$ cat src/rtl/maindec_pipe.sv
// MIPS main decoder: combinational opcode/funct decode feeding PIPE_DEPTH valid/ready
// register stages with flush. Optional illegal-opcode counter under `DEC_ILLEGAL_CNT_EN`.
module maindec_pipe #(
    parameter int CTRL_W     = 11,
    parameter int PIPE_DEPTH = 1
) (
    input  logic              clk,
    input  logic              rst_n,
    input  logic              flush,
    input  logic              in_valid,
    output logic              in_ready,
    input  logic [5:0]        op,
    input  logic [5:0]        funct,
    output logic              out_valid,
    input  logic              out_ready,
    output logic [CTRL_W-1:0] out_ctrl,
    output logic              out_illegal
`ifdef DEC_ILLEGAL_CNT_EN
    ,
    output logic [15:0]       illegal_cnt
`endif
);

    localparam int LAST = PIPE_DEPTH - 1;

    logic [10:0] dec_ctrl;
    logic        dec_illegal;
    logic        accept;

    logic [PIPE_DEPTH-1:0] vld_q, vld_d;
    logic [PIPE_DEPTH-1:0] ill_q, ill_d;
    logic [10:0]           ctrl_q [PIPE_DEPTH];
    logic [10:0]           ctrl_d [PIPE_DEPTH];
    logic [PIPE_DEPTH-1:0] load;

    // Control bits, LSB first: Jump MemtoReg MemWrite Branch AluSrc RegDst
    // RegWrite Link ZeroExt MemRead JumpReg.
    always_comb begin
        dec_ctrl    = 11'h000;
        dec_illegal = 1'b0;
        case (op)
            6'b000000: begin
                case (funct)
                    6'b001000: dec_ctrl = 11'h401;
                    6'b001001: dec_ctrl = 11'h4E1;
                    default:   dec_ctrl = 11'h060;
                endcase
            end
            6'b100011: dec_ctrl = 11'h252;
            6'b101011: dec_ctrl = 11'h014;
            6'b000001, 6'b000100, 6'b000101, 6'b000110, 6'b000111: dec_ctrl = 11'h008;
            6'b001000, 6'b001001, 6'b001010, 6'b001011: dec_ctrl = 11'h050;
            6'b001100, 6'b001101, 6'b001110, 6'b001111: dec_ctrl = 11'h150;
            6'b000010: dec_ctrl = 11'h001;
            6'b000011: dec_ctrl = 11'h0C1;
            default:   dec_illegal = 1'b1;
        endcase
    end

    // A stage may load when empty or when its own contents move on; this
    // ripples combinationally from out_ready back to in_ready.
    always_comb begin
        load       = '0;
        load[LAST] = !vld_q[LAST] || out_ready;
        for (int k = LAST - 1; k >= 0; k--) begin
            load[k] = !vld_q[k] || load[k+1];
        end
    end

    assign in_ready = load[0];
    assign accept   = in_valid && in_ready && !flush;

    // Empty stages always hold zero data, so shifting an empty stage forward clears the next.
    always_comb begin
        vld_d  = vld_q;
        ill_d  = ill_q;
        ctrl_d = ctrl_q;
        if (flush) begin
            vld_d = '0;
            ill_d = '0;
            for (int k = 0; k < PIPE_DEPTH; k++) ctrl_d[k] = 11'h000;
        end else begin
            for (int k = 0; k < PIPE_DEPTH; k++) begin
                if (load[k]) begin
                    if (k == 0) begin
                        vld_d[0]  = accept;
                        ill_d[0]  = accept && dec_illegal;
                        ctrl_d[0] = accept ? dec_ctrl : 11'h000;
                    end else begin
                        vld_d[k]  = vld_q[k-1];
                        ill_d[k]  = ill_q[k-1];
                        ctrl_d[k] = ctrl_q[k-1];
                    end
                end
            end
        end
    end

    always_ff @(posedge clk) begin
        if (!rst_n) begin
            vld_q <= '0;
            ill_q <= '0;
            for (int k = 0; k < PIPE_DEPTH; k++) ctrl_q[k] <= 11'h000;
        end else begin
            vld_q <= vld_d;
            ill_q <= ill_d;
            for (int k = 0; k < PIPE_DEPTH; k++) ctrl_q[k] <= ctrl_d[k];
        end
    end

    assign out_valid   = vld_q[LAST];
    assign out_illegal = vld_q[LAST] && ill_q[LAST];
    assign out_ctrl    = vld_q[LAST] ? CTRL_W'(ctrl_q[LAST]) : '0;

`ifdef DEC_ILLEGAL_CNT_EN
    logic [15:0] illegal_cnt_q, illegal_cnt_d;

    always_comb begin
        illegal_cnt_d = illegal_cnt_q;
        if (accept && dec_illegal && (illegal_cnt_q != 16'hFFFF)) begin
            illegal_cnt_d = illegal_cnt_q + 16'd1;
        end
    end

    always_ff @(posedge clk) begin
        if (!rst_n) illegal_cnt_q <= 16'h0000;
        else        illegal_cnt_q <= illegal_cnt_d;
    end

    assign illegal_cnt = illegal_cnt_q;
`endif

endmodule

$ cat config.mk
export PLATFORM = sky130hd
export DESIGN_NAME = maindec_pipe
export DESIGN_NICKNAME = d
export VERILOG_FILES = /design/src/rtl/maindec_pipe.sv
export SDC_FILE = /design/constraint.sdc
export NUM_CORES = 1
export LEC_CHECK = 0
export ABC_CLOCK_PERIOD_IN_PS = 1800
export CAP_MARGIN = 20
export CELL_PAD_IN_SITES_DETAIL_PLACEMENT = 0
export CELL_PAD_IN_SITES_GLOBAL_PLACEMENT = 1
export CORE_MARGIN = 10
export CORE_UTILIZATION = 28
export DETAILED_ROUTE_END_ITERATION = 16
export GPL_TIMING_DRIVEN = 0
export MAX_ROUTING_LAYER = met4
export PLACE_DENSITY_LB_ADDON = 0.1
export SLEW_MARGIN = 20
export SYNTH_ARGS = -nofsm -noshare
export SYNTH_HDL_FRONTEND = slang
export SYNTH_SLANG_ARGS = --single-unit
$ cat constraint.sdc
create_clock -name clk -period 1.8 [get_ports clk]
set_clock_uncertainty 0.05 [all_clocks]
set_input_delay 0.36 -clock clk [delete_from_list [all_inputs] [get_ports clk]]
set_output_delay 0.36 -clock clk [all_outputs]
set_load 0.01 [all_outputs]
* Yosys cells after proc, flatten, opt, wreduce, memory -nomap -nowiden *
Cells that the tools add are included.

storage, ports and cells
  flip-flop bits (word level) = 13
  bits in latches = 0
  memory bits (writable) = 0
  bits in read-only memories = 0
  bits of input ports = 17
  output and inout port bits = 14
  word-level logic and storage cells = 41
  memories = 0

cells by class
  add/sub/neg operators = 0
  multiply operators = 0
  divide/modulo/power cells = 0
  $lt $le $gt $ge = 0
  equal/unequal tests = 19
  shift operators = 0
  mux-type cells = 5
  bitwise operators = 1
  reduce and logical (&&, ||, !) cells = 13

operator list
  operator                                                         count
  11-bit case mux with 8 select lines                              1
  6-bit by 4-bit == test with 1-bit output, second input constant  10
  6-bit by 3-bit == test with 1-bit output, second input constant  4
  11-bit two-way mux                                               2
  11-bit case mux with 2 select lines                              1
  18-bit OR reduction                                              1
  6-bit by 2-bit == test with 1-bit output, second input constant  2
  6-bit == test, second input constant                             2
  4-bit OR reduction                                               2
  6-bit by 1-bit == test with 1-bit output, second input constant  1
  6-bit zero test                                                  1
  5-bit OR reduction                                               1
  1-bit logical AND                                                4
  1-bit zero test                                                  2
  2-bit OR reduction                                               1
  1-bit logical OR                                                 1
  1-bit two-way mux                                                1
  1-bit inverter                                                   1

* Logic depth before layout (Yosys ltp) *
  word-level depth = 5
  mapped depth = 6
  mapped depth without buffers = 5

* Worst setup path before layout *
No wires, ideal clock.

  path type = reg2reg
  start = register vld_q, in the netlist out_valid
  end = register ctrl_q[6] (netlist name)
  arrival time = 1,330 ps
  data required time = 1,680 ps
  setup slack = 350 ps
  cell stages (with the launch flop) = 7
  cell sequence = dfxtp_1 nor2b_1 buf_6 inv_1 nand3b_2 a2111o_1 a21oi_1

on the way
  word-level cells in the longest chain between the ends = 5

RTL lines
  item                            RTL line  text
  from (decl)                     30        logic [PIPE_DEPTH-1:0] vld_q, vld_d;
  from (signal assigned)          105       vld_q <= vld_d;
  1-bit zero test (*)             64        load[LAST] = !vld_q[LAST] || out_ready;
  1-bit logical OR (*)            64
  via in_ready                    11        output logic in_ready,
  1-bit logical AND (2 in a row)  71        assign accept = in_valid && in_ready && !flush;
  11-bit two-way mux              88        ctrl_d[0] = accept ? dec_ctrl : 11'h000;
  to (decl)                       32        logic [10:0] ctrl_q [PIPE_DEPTH];

The timed path passes the listed nets; every way through them passes the cells marked *.
A chain may end at the register's enable or synchronous reset.

* Worst setup path after layout *
  start = register vld_q, in the netlist out_valid
  end = output out_ctrl[9]

on the way
  word-level cells in the longest chain between the ends = 1

RTL lines
  item                RTL line  text
  11-bit two-way mux  113       assign out_ctrl = vld_q[LAST] ? CTRL_W'(ctrl_q[LAST]) : '0;
  to (decl)           16        output logic [CTRL_W-1:0] out_ctrl,

Every way passes these cells.

==> impl_metrics.tcl <==
set metrics [dict create \
    htree_levels 1 \
    period_share 0.9538 \
    clockPowerShare 0.371 \
    fin_setup_tns_ns 0 \
    synth_top_area_share 0.3536 \
    clock_path_buffers 2 \
    synth_edf_count 0 \
    fin_cells 149 \
    ioPinCount 31 \
    endpoint_kind "output port" \
    port_buffers 30 \
    cap_violations 0 \
    num_antenna_cells 0 \
    grt_pass1_wl_mm 3.677 \
    avgSynthCellArea_um2 7.993 \
    cts_root_buf "clkbuf_4" \
    drive_gt1_frac 0.1405 \
    fin_util 0.4778 \
    rsz0062_at_grt "no" \
    drc 0 \
    holdPathStages 2 \
    report.final.slew_viol_count 0 \
    p_comb_frac 0.167 \
    cts_made_buffers 3 \
    cts_sinks 12 \
    syn_inst 85 \
    area_growth_pct 58.56 \
    peakVddDrop_v 0.0004439 \
    max_freq_mhz 582.5 \
    ant_nets 0 \
    internal_power_mw 0.4410 \
    hold_class "reg2reg" \
    layout.nets 139 \
    critPathRequiredTime_ns 1.39 \
    routed_via_density 4.966 \
    synth_most_common_cell "dfxtp_1" \
    synth-seq-cells 12 \
    clk_pin_slew_ns 0.08 \
    setup_viol 0 \
    synth_common_cells "dfxtp_1, and2_1, nand2_1, nor2_1, a21oi_1" \
    wl_per_cell_um 14.52 \
    track_usage 0.09346 \
    grt_overflow 0 \
    p_seq_frac 0.463 \
    num_vias 740 \
    clk_latency_ns 0.28 \
    final_cell_area_um2 1077 \
    dp_cells 143 \
    leakagePower_nw 0.4856 \
    grt_pass1_vias 771 \
    grt_max_degree 11 \
    fp.dieArea_um2 4797 \
    hold_violations 0 \
    core.rowCount 17 \
    crit_path_max_fanout 10 \
    synth-main-ff-cell "dfxtp_1" \
    ctsHoldBuffers 0 \
    hold_slack_ns 0.4005 \
    post-route-min-period_ns 1.717 \
    worstMarginPinSlew_ns 0.6356 \
    start_util 0.3013 \
    dp_hpwl_mm 1.687 \
    syn_area_um2 679.4 \
    first_pass_iters 4 \
    p_switching_mw 0.1399 \
    netSwitchingFraction 0.2408 \
    die_width_um 69.26 \
    yosysSeqAreaShare 0.3536 \
    slew_headroom 0.5730 \
    drt-initial-drc-count 20 \
    dpl_cell_area_um2 1015 \
    status "completed" \
    startpoint_type "register" \
    synthTopCellsByArea "dfxtp_1, and2_1, a21oi_1" \
    netlist-cell-type-count 30 \
    reg2reg_depth 5 \
    synth_fp_nets 102 \
    wl_mm 2.164 \
    antenna_found_initial 0 \
    worstPathArrival_ns 1.31 \
    yosysTopAreaCell "dfxtp_1" \
    p_per_area_nw_per_um2 539.2 \
    cts_tree "built" \
    core-area_um2 2255 \
    synth-async-reset-ratio 0 \
    globalplace.congestion 0.7720 \
    yosys_warnings 0 \
    critical_path_class "reg2out" \
    die_h_um 69.26 \
]
## state kept, by name (all words and copies together), names as in the netlist
name / cells
ctrl_q: 10
ill_q: 1
out_valid: 1
## per-stage QoR
stage	total power, mW	worst slack (ns)
6_report	0.5809	0.08318
5_1_grt	0.6123	0.02495
4_1_cts	0.5890	0.04907
3_5_place_dp	0.3699	-0.3467
3_3_place_gp	0.3697	-0.3479
2_1_floorplan	0.3088	0.3503
## kinds of logic after synthesis
| family | synth area share |
|---|---|
| flip-flops | 0.3536 |
| AO/OA/AOI/OAI | 0.1860 |
| AND/OR/NAND/NOR | 0.3886 |
| buffers and inverters | 0.07181 |
## critical path: stages, from the launching register on
cell and delay (ns):
dfxtp_2 0.34, clkbuf_8 0.15, and2_4 0.14, buf_4 0.12, dlygate4sd2_1 0.28
## metal layers
| metal | vias up | wire length (um) | part of all wire | track usage |
|---|---|---|---|---|
| li1 | 373 | - | - | - |
| met1 | 347 | 902 | 0.42 | 0.09615 |
| met2 | 18 | 1118 | 0.52 | 0.1603 |
| met3 | 2 | 132 | 0.061 | 0.04137 |
| met4 | 0 | 10 | 0.0046 | 0.01996 |
| met5 | - | 0 | 0 | - |
## cell type report
class | instances | area, um2
Multi-Input combinational cell | 65 | 401.6
Sequential cell | 12 | 241.5
Clock buffer | 4 | 36.28
Tap cell | 28 | 35.03
Inverter | 4 | 15.01
Fill cell | 250 | 1177
Buffer | 4 | 43.79
Timing Repair Buffer | 32 | 304.0
## final timing paths
kind              slack [ns]                    from                     end
hold reg to reg         0.40  ctrl_q[8]$_SDFFE_PP0N_  ctrl_q[8]$_SDFFE_PP0N_
hold / removal          0.40  ctrl_q[8]$_SDFFE_PP0N_  ctrl_q[8]$_SDFFE_PP0N_
setup / recovery        0.08  out_valid$_SDFFE_PP0N_             out_ctrl[9]
setup reg to reg        0.20  out_valid$_SDFFE_PP0N_  ctrl_q[8]$_SDFFE_PP0N_
## power by group through the flow
stage	combinational (mW)	clock (mW)	sequential (mW)
CTS	0.0968	0.223	0.269
global placement	0.0950	0	0.275
detailed placement	0.0952	0	0.275
global route	0.106	0.237	0.269
finish	0.0967	0.215	0.269
floorplan	0.0338	0	0.275
## cell usage in the layout (no fill, tap or decap), types with 2 or more instances in the layout
cell type and count:
a22oi_1 2, nor2_1 9, inv_1 4, buf_6 2
buf_4 3, clkbuf_4 3, dlymetal6s2s_1 3, nand4_1 3
nand2b_1 4, dfxtp_1 11, nand3_1 2, nand2_1 9
and2_1 10, clkdlybuf4s50_1 12, a21oi_1 8, dlygate4sd2_1 15
clkbuf_8 2
## timing repair
action,in CTS,in global routing
buffers inserted,2,0
resized for setup,20,5
cloned,0,0
setup endpoints to repair,14,5
Power figures use the tool's default switching activity.
